$ cat src/rtl/fetch_pkg.sv
// Shared types and constants for the instruction-fetch sequencer and its queue.
package fetch_pkg;

    typedef enum logic [1:0] {
        ST_RUN   = 2'd0,
        ST_DRAIN = 2'd1,
        ST_FAULT = 2'd2
    } fetch_state_e;

    localparam int unsigned INST_BYTES = 4;
    localparam logic [31:0] NOP        = 32'h00000013;

    typedef struct packed {
        logic [63:0] pc;
        logic [31:0] inst;
    } fetch_entry_t;

endpackage

$ cat src/rtl/fetch_queue.sv
// Small synchronous FIFO of fetched words; flush wins over push/pop, and push+pop
// in the same cycle is allowed even when full.
module fetch_queue
    import fetch_pkg::*;
#(
    parameter int unsigned QDEPTH = 2
) (
    input  logic                         clk,
    input  logic                         reset,
    input  logic                         push,
    input  fetch_entry_t                 push_data,
    input  logic                         pop,
    input  logic                         flush,
    output fetch_entry_t                 head,
    output logic [$clog2(QDEPTH+1)-1:0]  count
);

    localparam int unsigned PW = $clog2(QDEPTH);
    localparam int unsigned CW = $clog2(QDEPTH + 1);

    fetch_entry_t  mem_q [QDEPTH];
    fetch_entry_t  mem_d [QDEPTH];
    logic [PW-1:0] wr_ptr_q, wr_ptr_d;
    logic [PW-1:0] rd_ptr_q, rd_ptr_d;
    logic [CW-1:0] count_q, count_d;

    // Next-state for storage, pointers and occupancy.
    always_comb begin
        mem_d    = mem_q;
        wr_ptr_d = wr_ptr_q;
        rd_ptr_d = rd_ptr_q;
        count_d  = count_q;
        if (flush) begin
            wr_ptr_d = '0;
            rd_ptr_d = '0;
            count_d  = '0;
        end else begin
            if (push) begin
                mem_d[wr_ptr_q] = push_data;
                wr_ptr_d        = wr_ptr_q + PW'(1);
            end
            if (pop) begin
                rd_ptr_d = rd_ptr_q + PW'(1);
            end
            if (push && !pop) begin
                count_d = count_q + CW'(1);
            end else if (pop && !push) begin
                count_d = count_q - CW'(1);
            end else begin
                count_d = count_q;
            end
        end
    end

    // Pointer and occupancy registers.
    always_ff @(posedge clk) begin
        if (reset) begin
            wr_ptr_q <= '0;
            rd_ptr_q <= '0;
            count_q  <= '0;
        end else begin
            wr_ptr_q <= wr_ptr_d;
            rd_ptr_q <= rd_ptr_d;
            count_q  <= count_d;
        end
    end

    // Entry storage; contents are meaningless while count is zero, so no reset.
    always_ff @(posedge clk) begin
        mem_q <= mem_d;
    end

    assign head  = mem_q[rd_ptr_q];
    assign count = count_q;

endmodule

$ cat src/rtl/fetch_sequencer.sv
// Fetch controller: owns the fetch PC, drives instruction memory, queues fetched
// words toward decode, and handles redirects, end-of-image drain and misalignment faults.
module fetch_sequencer
    import fetch_pkg::*;
#(
    parameter logic [63:0] PC_RESET  = 64'h0,
    parameter int unsigned MEM_BYTES = 112,
    parameter int unsigned QDEPTH    = 2
) (
    input  logic        clk,
    input  logic        reset,
    output logic [63:0] Inst_Address,
    input  logic [31:0] Instruction,
    input  logic        redirect_valid,
    input  logic [63:0] redirect_pc,
    output logic        if_valid,
    input  logic        if_ready,
    output logic [31:0] if_inst,
    output logic [63:0] if_pc,
    output logic [1:0]  fetch_state
);

    localparam int unsigned CW = $clog2(QDEPTH + 1);

    fetch_state_e  state_q, state_d;
    logic [63:0]   fetch_pc_q, fetch_pc_d;
    logic          q_push_s, q_pop_s, q_flush_s;
    logic          deq_s, enq_ok_s, past_end_s, if_valid_s;
    fetch_entry_t  q_head_s, q_push_data_s;
    logic [CW-1:0] q_count_s;

    fetch_queue #(.QDEPTH(QDEPTH)) u_queue (
        .clk       (clk),
        .reset     (reset),
        .push      (q_push_s),
        .push_data (q_push_data_s),
        .pop       (q_pop_s),
        .flush     (q_flush_s),
        .head      (q_head_s),
        .count     (q_count_s)
    );

    assign if_valid_s    = (q_count_s != '0) && (state_q != ST_FAULT);
    assign deq_s         = if_valid_s && if_ready;
    assign q_pop_s       = deq_s;
    assign enq_ok_s      = (q_count_s < CW'(QDEPTH)) || deq_s;
    // 65-bit sum so a PC near 2^64 cannot wrap past the image bound.
    assign past_end_s    = ({1'b0, fetch_pc_q} + 65'(INST_BYTES)) > 65'(MEM_BYTES);
    assign q_push_data_s = '{pc: fetch_pc_q, inst: Instruction};

    // Next state, next PC and queue control; redirect outranks fetch.
    always_comb begin
        state_d    = state_q;
        fetch_pc_d = fetch_pc_q;
        q_push_s   = 1'b0;
        q_flush_s  = 1'b0;
        case (state_q)
            ST_RUN, ST_DRAIN: begin
                if (redirect_valid) begin
                    q_flush_s = 1'b1;
                    if (redirect_pc[1:0] != 2'b00) begin
                        state_d = ST_FAULT;
                    end else begin
                        fetch_pc_d = redirect_pc;
                        state_d    = ST_RUN;
                    end
                end else if ((state_q == ST_RUN) && past_end_s) begin
                    state_d = ST_DRAIN;
                end else if ((state_q == ST_RUN) && enq_ok_s) begin
                    q_push_s   = 1'b1;
                    fetch_pc_d = fetch_pc_q + 64'(INST_BYTES);
                end else begin
                    state_d = state_q;
                end
            end
            ST_FAULT: state_d = ST_FAULT;
            default:  state_d = ST_FAULT;
        endcase
    end

    // State and fetch PC registers.
    always_ff @(posedge clk) begin
        if (reset) begin
            state_q    <= ST_RUN;
            fetch_pc_q <= PC_RESET;
        end else begin
            state_q    <= state_d;
            fetch_pc_q <= fetch_pc_d;
        end
    end

    assign Inst_Address = fetch_pc_q;
    assign fetch_state  = state_q;
    assign if_valid     = if_valid_s;
    assign if_pc        = if_valid_s ? q_head_s.pc   : 64'd0;
    assign if_inst      = if_valid_s ? q_head_s.inst : 32'd0;

endmodule

$ cat config.mk
export PLATFORM = sky130hd
export DESIGN_NAME = fetch_sequencer
export DESIGN_NICKNAME = d
export VERILOG_FILES = /design/src/rtl/fetch_pkg.sv /design/src/rtl/fetch_queue.sv /design/src/rtl/fetch_sequencer.sv
export SDC_FILE = /design/constraint.sdc
export NUM_CORES = 1
export LEC_CHECK = 0
export ABC_CLOCK_PERIOD_IN_PS = 11200
export CAP_MARGIN = 20
export CORE_AREA = 2 2 208 210
export CTS_BUF_LIST = sky130_fd_sc_hd__clkbuf_8
export CTS_CLUSTER_SIZE = 28
export DETAILED_ROUTE_END_ITERATION = 12
export DIE_AREA = 0 0 210 212
export PLACE_DENSITY_LB_ADDON = 0.3
export SETUP_SLACK_MARGIN = 0.5
export SLEW_MARGIN = 5
export SYNTH_ARGS = -nofsm -noshare
export SYNTH_HDL_FRONTEND = slang
export SYNTH_HIERARCHICAL = 1
export SYNTH_SLANG_ARGS = --single-unit
export TNS_END_PERCENT = 100
$ cat constraint.sdc
create_clock -name clk -period 11.2 [get_ports clk]
set_clock_uncertainty 0.15 [all_clocks]
set_input_delay 1.12 -clock clk [delete_from_list [all_inputs] [get_ports clk]]
set_output_delay 1.12 -clock clk [all_outputs]
set_load 0.01 [all_outputs]
=== After elaboration in Yosys (flattened, before gate mapping) ===
Index checks and enable logic that the tools add are counted.

* $add $sub $neg: 6
* Order comparisons: 5
* Eq/ne operators: 5
* Multiplexer cells: 24
* Bitwise logic cells: 4
* Reduce and logical (&&, ||, !) cells: 21

{| class="wikitable"
|+ Operators by type and width
! cell !! count
|-
| two-way mux 96 bit || 4
|-
| two-way mux 64 bit || 5
|-
| bitwise mux 192 bit || 1
|-
| demux 96 bit (select 1 bit) || 1
|-
| adder 64 x 3 -> 65 bit (second input constant) || 1
|-
| greater-than comparator 65 x 7 -> 1 bit (second input constant) || 1
|-
| adder 64 x 3 -> 64 bit (second input constant) || 1
|-
| two-way mux 32 bit || 1
|-
| two-way mux 2 bit || 6
|-
| nonzero test 2 bit || 5
|-
| logical AND 1 bit || 7
|-
| two-way mux 1 bit || 6
|-
| inequality test 2 bit (second input constant) || 3
|-
| OR reduction 2 bit || 3
|-
| >= comparator 2 bit (second input constant) || 2
|-
| inverter 1 -> 2 bit || 2
|-
| AND reduction 4 bit || 1
|-
| inequality test 3 bit (second input constant) || 1
|-
| adder 1 bit (second input constant) || 2
|-
| adder 2 x 1 -> 2 bit (second input constant) || 1
|-
| == test 2 x 1 -> 1 bit (second input constant) || 1
|-
| zero test 1 bit || 2
|-
| zero test 2 bit || 1
|-
| less-than comparator 2 x 1 -> 1 bit (second input constant) || 1
|-
| other kinds (5) || 6
|}

* Register bits after elaboration: 262
* Input port bits: 100
* Output and inout bits: 163
* Word-level logic and storage cells: 75

=== Longest topological paths before layout ===
Gate-level depths: netlist of run 1.

* Depth after elaboration: 13
* Depth in mapped cells: 15
* Mapped depth without buffers: 13

=== Cells and area by module ===
The synthesis of run 1 kept the hierarchy.

{| class="wikitable"
|+ Modules (own cells, without submodules)
! module !! instances !! cells each !! area an instance (µm²)
|-
| fetch_queue || 1 || 317 || 7,110.6
|-
| fetch_sequencer || 1 || 778 || 5,408.9
|}

=== Worst setup path after synthesis of run 1 ===
No wires, ideal clock.

* Path type: register -> register
* Start point: register fetch_pc_q[6], in the netlist Inst_Address[6]
* End point: register u_queue/mem_q[100] (netlist bit), enable pin
* Arrival: 10.026 ns
* Data required time: 10.362 ns
* Setup slack: 0.336 ns
* Cell stages (with the launch flop): 12
* Path buffers: 2
* Cells stage by stage: dfxtp_1 -> buf_2 -> nand4_2 -> or4_4 -> or4_1 -> buf_2 -> o31a_1 -> nor4_1 -> nand4_1 -> nand4b_4 -> nor2_1 -> nor3b_1

* Cells in the longest elaborated chain, start to end: 7

{| class="wikitable"
|+ RTL lines
! element !! line !! source
|-
| from (decl) || fetch_sequencer.sv:26 || <nowiki>logic [63:0] fetch_pc_q, fetch_pc_d;</nowiki>
|-
| from (signal assigned) || fetch_sequencer.sv:88 || <nowiki>fetch_pc_q <= fetch_pc_d;</nowiki>
|-
| adder 64 x 3 -> 65 bit || fetch_sequencer.sv:48 || <nowiki>assign past_end_s = ({1'b0, fetch_pc_q} + 65'(INST_BYTES)) > 65'(MEM_BYTES);</nowiki>
|-
| greater-than comparator 65 x 7 -> 1 bit || fetch_sequencer.sv:48 ||
|-
| logical AND 1 bit || fetch_sequencer.sv:67 || <nowiki>end else if ((state_q == ST_RUN) && past_end_s) begin</nowiki>
|-
| two-way mux 1 bit || fetch_sequencer.sv:67 ||
|-
| two-way mux 1 bit || fetch_sequencer.sv:59 || <nowiki>if (redirect_valid) begin</nowiki>
|-
| two-way mux 1 bit || fetch_sequencer.sv:57 || <nowiki>case (state_q)</nowiki>
|-
| via q_push_s || fetch_sequencer.sv:27 || <nowiki>logic q_push_s, q_pop_s, q_flush_s;</nowiki>
|-
| AND reduction 2 bit (no source line) || - ||
|-
| to (signal assigned) || fetch_queue.sv:70 || <nowiki>mem_q <= mem_d;</nowiki>
|-
| to (decl) || fetch_queue.sv:21 || <nowiki>fetch_entry_t mem_q [QDEPTH];</nowiki>
|}

The timed path passes the listed nets, and every way through them passes these cells.
A chain may end at the register's enable or synchronous reset.

=== Final worst setup path of run 1 ===
* Start point: register fetch_pc_q[5], in the netlist Inst_Address[5]
* End point: register u_queue/mem_q[71] (netlist bit), enable pin

The elaborated chain is that of the path after synthesis.

==> results of run 1 <==
-- cells by family after synthesis --
family                     after synthesis  share of synthesized area, %
buffers and inverters                   95                          3.48
and+or+nand+nor                        434                          18.9
adders and majority gates                2                         0.200
DFF                                    262                          57.2
muxes                                  108                          9.60
xor gates and xnor gates                37                          2.59
AOI/OAI and AO/OA                      157                          7.99
-- flip-flops by register name, summed over array words and instances, names as in the netlist --
signal            flops
Inst_Address         64
u_queue/count         2
u_queue/wr_ptr_q      1
fetch_state           2
u_queue/mem_q       192
u_queue/rd_ptr_q      1
-- critical path, stage by stage (launching register included) --
cell and delay, ps:
dfxtp_1 580, nand4_2 260, or4_1 770, nor4_2 560
nand2_1 190, o31ai_1 360, a21boi_0 450, nand4b_4 170
nor2_1 320, and3b_4 600, buf_4 810
-- through the flow --
| step | instances | util [%] | total power, mW | setup slack [ps] |
|---|---|---|---|---|
| 2_1_floorplan | 1095 | - | 1.30 | 3770 |
| 3_3_place_gp | 1830 | 36.6 | 1.48 | 5640 |
| 3_5_place_dp | 1830 | 36.6 | 1.48 | 5490 |
| 4_1_cts | 1912 | 38.5 | 2.29 | 5490 |
| 5_1_grt | 1914 | 38.5 | 2.35 | 5100 |
| 6_report | 1914 | 38.5 | 2.25 | 5450 |
-- cells in the mapped netlist (all sizes together), types with 9 or more instances --
cell / instances / area (um2)
edfxtp: 192 / 5770
and2: 107 / 669
mux2: 97 / 1090
nand2: 92 / 348
dfxtp: 70 / 1400
clkbuf: 54 / 203
nor2: 52 / 195
o21ai: 51 / 267
a21oi: 41 / 205
nor3: 38 / 190
nor4: 33 / 213
nand3: 31 / 155
buf: 29 / 188
nand4: 29 / 188
xor2: 19 / 166
xnor2: 18 / 158
a211oi: 16 / 120
inv: 12 / 45.0
mux2i: 11 / 110
a22oi: 9 / 67.6
and4: 9 / 78.8
or4: 9 / 71.3
-- worst max-delay path by stage --
stage | depth (start not counted) | end | start | slack [ps]
after floorplan | 11 | u_queue/mem_q[100]$_DFFE_PP_ | Inst_Address[6]$_SDFFE_PP0P_ | 3770
after global placement | 10 | u_queue/mem_q[4]$_DFFE_PP_ | Inst_Address[5]$_SDFFE_PP0P_ | 5640
after detailed placement | 10 | u_queue/mem_q[7]$_DFFE_PP_ | Inst_Address[5]$_SDFFE_PP0P_ | 5490
after CTS | 10 | u_queue/mem_q[49]$_DFFE_PP_ | Inst_Address[5]$_SDFFE_PP0P_ | 5490
after global routing | 10 | u_queue/mem_q[1]$_DFFE_PP_ | Inst_Address[5]$_SDFFE_PP0P_ | 5100
final | 10 | u_queue/mem_q[71]$_DFFE_PP_ | Inst_Address[5]$_SDFFE_PP0P_ | 5450
-- placed cells by master, fill, tap and decap left out, drive strengths merged, types with 19 or more instances in the layout --
cell type / synthesis / routed
nor3: 38 / 38
mux2: 97 / 97
nand3: 31 / 31
inv: 12 / 28
o21ai: 51 / 51
nor4: 33 / 33
nand4: 29 / 29
a21oi: 41 / 41
xor2: 19 / 19
nor2: 52 / 52
clkbuf: 54 / 49
dfxtp: 70 / 70
edfxtp: 192 / 192
and2: 107 / 107
nand2: 92 / 92
clkdlybuf4s50: 0 / 261
-- power breakdown --
part | leakage [nW] | internal (mW) | switching (mW)
Clock | 0.475 | 0.402 | 0.392
Combinational | 2.42 | 0.174 | 0.151
Sequential | 2.21 | 1.08 | 0.0506
Total | 5.10 | 1.65 | 0.594
-- final cells by class --
type                       instances  share of cell area [%]
antenna                            2                  0.0306
clock inverter                    33                   0.849
sequential                       262                    43.8
multi-input combinational        738                    30.2
inverter                          12                   0.275
tap                              546                    4.18
timing repair buffer             272                    16.5
clock buffer                      49                    4.12
-- per-layer routing --
layer	part of all wire (%)	global-route usage (%)
met1	45	23.5
met2	47	27.4
met3	6.0	3.68
met4	2.0	6.09
met5	0	0
==> results_dict.tcl, run 1 <==
set metrics [dict create \
    path_clk_slew_ps 60 \
    gp_congestion 0.920 \
    period_share_pct 51.3 \
    die-area_um2 44500 \
    drtIter0Drc 693 \
    num-fill-cells 4156 \
    grt_max_degree 69 \
    coreArea_um2 42500 \
    track_usage_pct 17.3 \
    portBuffers 262 \
    ys_ff_latch 262 \
    async_reset_ff_share_pct 0 \
    drive_above_1_share_pct 13.1 \
    crit_fanout 67 \
    wl_per_cell_um 20.5 \
    first_global_vias 9313 \
    power.leakage_nw 5.10 \
    start_util_pct 29.5 \
    cts_tree "built" \
    r2r_start "Inst_Address[5]$_SDFFE_PP0P_" \
    die_width_um 210 \
    path_class "register to register" \
    hold_path_class "register to register" \
    post-route-min-period_ps 5750 \
    wl_mm 39.3 \
    num_rows 76 \
    r2r_cells 10 \
    ir_worst_vdd_uv 61.8 \
    syn-num-nets 1197 \
    nets 1433 \
    hold_depth 0 \
    firstDrtPassIters 5 \
    cts_buffer_depth 3 \
    cts_hold_buf 0 \
    clock-sinks 262 \
    antenna_found_initial 3 \
    grt-ovfl-total 0 \
    ys_types 64 \
    multi_input_area_um2 4950 \
    final_hold_viol_count 0 \
    dpl_cell_area_um2 15500 \
    r2r-end "u_queue/mem_q[71]$_DFFE_PP_" \
    hp-start "Inst_Address[1]$_SDFFE_PP0P_" \
    cts-resized-gates 0 \
    ys_warn_count 6 \
    slew_headroom_pct 32.5 \
    cts_root_buf "clkbuf_8" \
    dp_hpwl_mm 27.1 \
    vias 9623 \
    worst_pin_slew_ps 1010 \
    p_per_area_nw_per_um2 137 \
    insertion_delay_ps 590 \
    die_h_um 212 \
    setup-tns-final_ps 0 \
    synth_ff_type "edfxtp_1" \
    maxSlewViolCount 0 \
    syn_area_um2 12500 \
    area_delta_synth_final_pct 30.7 \
    arrival_ps 5800 \
    yosysSeqAreaShare_pct 57.2 \
    fin_worst_hold_slack_ps 362 \
    syn_area_per_cell_um2 11.4 \
    crit_required_ps 11250 \
    post_cts_buffers 0 \
    max_clock_freq_mhz 174 \
    start_kind "register" \
    antenna_left 0 \
    drc_errors 0 \
    syn_inst 1095 \
    num_io_pins 263 \
    rsz0062_at_grt "no" \
    status "complete, no violations" \
    r2r_slack_ps 5450 \
    drv_cap 0 \
    setup_viol 0 \
    htree_levels 2 \
    regArea_um2 7170 \
    end_kind "register" \
    numCtsBuffers 45 \
    synth_edf_count 192 \
    avgViaCountPerCell 5.03 \
    grt_pass1_wl_mm 58.2 \
    worstHoldEndpoint "u_queue/mem_q[33]$_DFFE_PP_" \
    final_area_um2 16400 \
]
No activity file was read; power rests on OpenSTA's default activity.
==> inputs of run 2 (changes only) <==
ABC_CLOCK_PERIOD_IN_PS = 5620   (was 11200)
clock period = 5.62 ns   (was 11.2 ns; I/O delays follow)
==> run 2 against run 1 <==
First-iteration DRC count increased by 10%. Power rose by 100%. Register-to-register slack worse by 4700 ps. Via count is 0.69% higher. Non-clock buffer count grew 6. Sequential cell count unchanged. Fmax grew 19%. Critical path depth unchanged. Clock-buffer cell count grew 6. Clock power grew 110%. Critical path type unchanged. Largest power group unchanged. Highest routed layer unchanged.
==> results_dict.tcl, run 2 (same netlist as run 1, synthesis figures left out) <==
set metrics [dict create \
    fin_worst_hold_slack_ps 352 \
    start_kind "register" \
    coreArea_um2 42500 \
    cts_buffer_depth 3 \
    num_io_pins 263 \
    grt_max_degree 100 \
    drc_errors 0 \
    antenna_left 0 \
    cts_root_buf "clkbuf_8" \
    num-fill-cells 4122 \
    top_register "u_queue/mem_q" \
    pre_cts_slack_ps 811 \
    largest_reg_flops 192 \
    path_class "register to register" \
    hp-start "redirect_valid" \
    dp_hpwl_mm 27.9 \
    crit_required_ps 5700 \
    slew_headroom_pct 27.1 \
    period_share_pct 86.1 \
    r2r_cells 10 \
    htree_levels 2 \
    end_kind "register" \
    die-area_um2 44500 \
    final_area_um2 16600 \
    layout_common_cells "clkdlybuf4s50_1 (261), edfxtp_1 (192), and2_1 (107), mux2_2 (97), nand2_1 (91)" \
    first_global_vias 9245 \
    gp_congestion 0.876 \
    rsz0062_at_grt "no" \
    power.leakage_nw 5.19 \
    die_h_um 212 \
    die_width_um 210 \
    crit_fanout 35 \
    drtIter0Drc 764 \
    status "complete, no violations" \
    grt_pass1_wl_mm 58.6 \
    post-route-min-period_ps 4840 \
    wl_per_cell_um 20.6 \
    ir_worst_vdd_uv 149 \
    setup_viol 0 \
    start_util_pct 29.5 \
    wl_mm 39.6 \
    final_hold_viol_count 0 \
    maxSlewViolCount 0 \
    numCtsBuffers 45 \
    portBuffers 262 \
    drive_above_1_share_pct 15.1 \
    avgViaCountPerCell 5.05 \
    clock-sinks 262 \
    num_rows 76 \
    drv_cap 0 \
    antenna_found_initial 0 \
    grt-ovfl-total 0 \
    area_delta_synth_final_pct 32.5 \
    total_power_mw 4.59 \
    nets 1439 \
    path_clk_slew_ps 60 \
    firstDrtPassIters 7 \
    cts_tree "built" \
    max_clock_freq_mhz 207 \
    insertion_delay_ps 580 \
    final_common_cell "clkdlybuf4s50_1" \
    hold_path_class "primary input to register" \
    dpl_cell_area_um2 15700 \
    arrival_ps 4920 \
    track_usage_pct 17.3 \
    setup.worst_path.start "Inst_Address[32]$_SDFFE_PP0P_" \
    hold_depth 5 \
    p_per_area_nw_per_um2 276 \
    r2r_start "Inst_Address[32]$_SDFFE_PP0P_" \
    worst_pin_slew_ps 1090 \
    worst_slack_ps 783 \
    vias 9689 \
    antenna_cells 0 \
]
run 2: cell types whose count changed in the layout (fill, tap and decap cells not counted), sizes merged:
cell      previous run  this run
clkbuf              49        55
inv                 28        24
buf                 11        17
clkinv              15        16
diode                2         0
clkinvlp             2         1
run 2: layout make-up:
class	count	area [um2]	share of cell area (%)
clock buffers	55	757	4.56
repair buffers	278	2820	17.0
inverters	12	45.0	0.271
clock inverters	29	123	0.739
flip-flops and latches	262	7190	43.3
well taps	546	683	4.12
multi-input cells	738	4980	30.0
run 2: worst paths after layout:
| check | end | slack [ps] |
|---|---|---|
| setup / recovery | u_queue/mem_q[26]$_DFFE_PP_ | 780 |
| hold / removal | Inst_Address[5]$_SDFFE_PP0P_ | 350 |
| setup reg to reg | u_queue/mem_q[26]$_DFFE_PP_ | 780 |
| hold reg to reg | u_queue/mem_q[138]$_DFFE_PP_ | 380 |
run 2: report_power, final:
part           leakage (nW)  internal [mW]  switching [mW]  total (mW)
Combinational          2.48          0.355           0.319       0.674
Clock                 0.503          0.886           0.780        1.67
Sequential             2.21           2.15          0.0966        2.25
Total                  5.19           3.39            1.19        4.59
run 2: metrics by stage:
stage / instances / util (%) / setup TNS [ps]
2_1_floorplan: 1095 / - / -14260
3_3_place_gp: 1833 / 36.9 / 0
3_5_place_dp: 1833 / 36.9 / 0
4_1_cts: 1917 / 38.9 / 0
5_1_grt: 1920 / 39.0 / 0
6_report: 1920 / 39.0 / 0
run 2: worst max-delay path, stage by stage (launching register included):
cell,delay (ps)
dfxtp_1,620
and4_1,440
nand4_1,270
or4_1,660
nor4_1,390
xor2_1,140
nor4_1,260
nand4b_1,360
nor2_4,250
and3b_4,620
buf_12,300
run 2: routing by layer:
metal	wire [um]	vias up	GRT usage, %
met1	17800	4754	23.5
met3	2310	55	3.60
li1	-	4564	-
met5	0	-	0
met4	750	0	4.84
met2	18800	316	28.1
run 2: timing repair:
action | 4_1_cts | 5_1_grt
resized for setup | 0 | 0
endpoints found under the setup margin | 0 | 7
hold buffers | 0 | 0
buffers inserted | 0 | 3
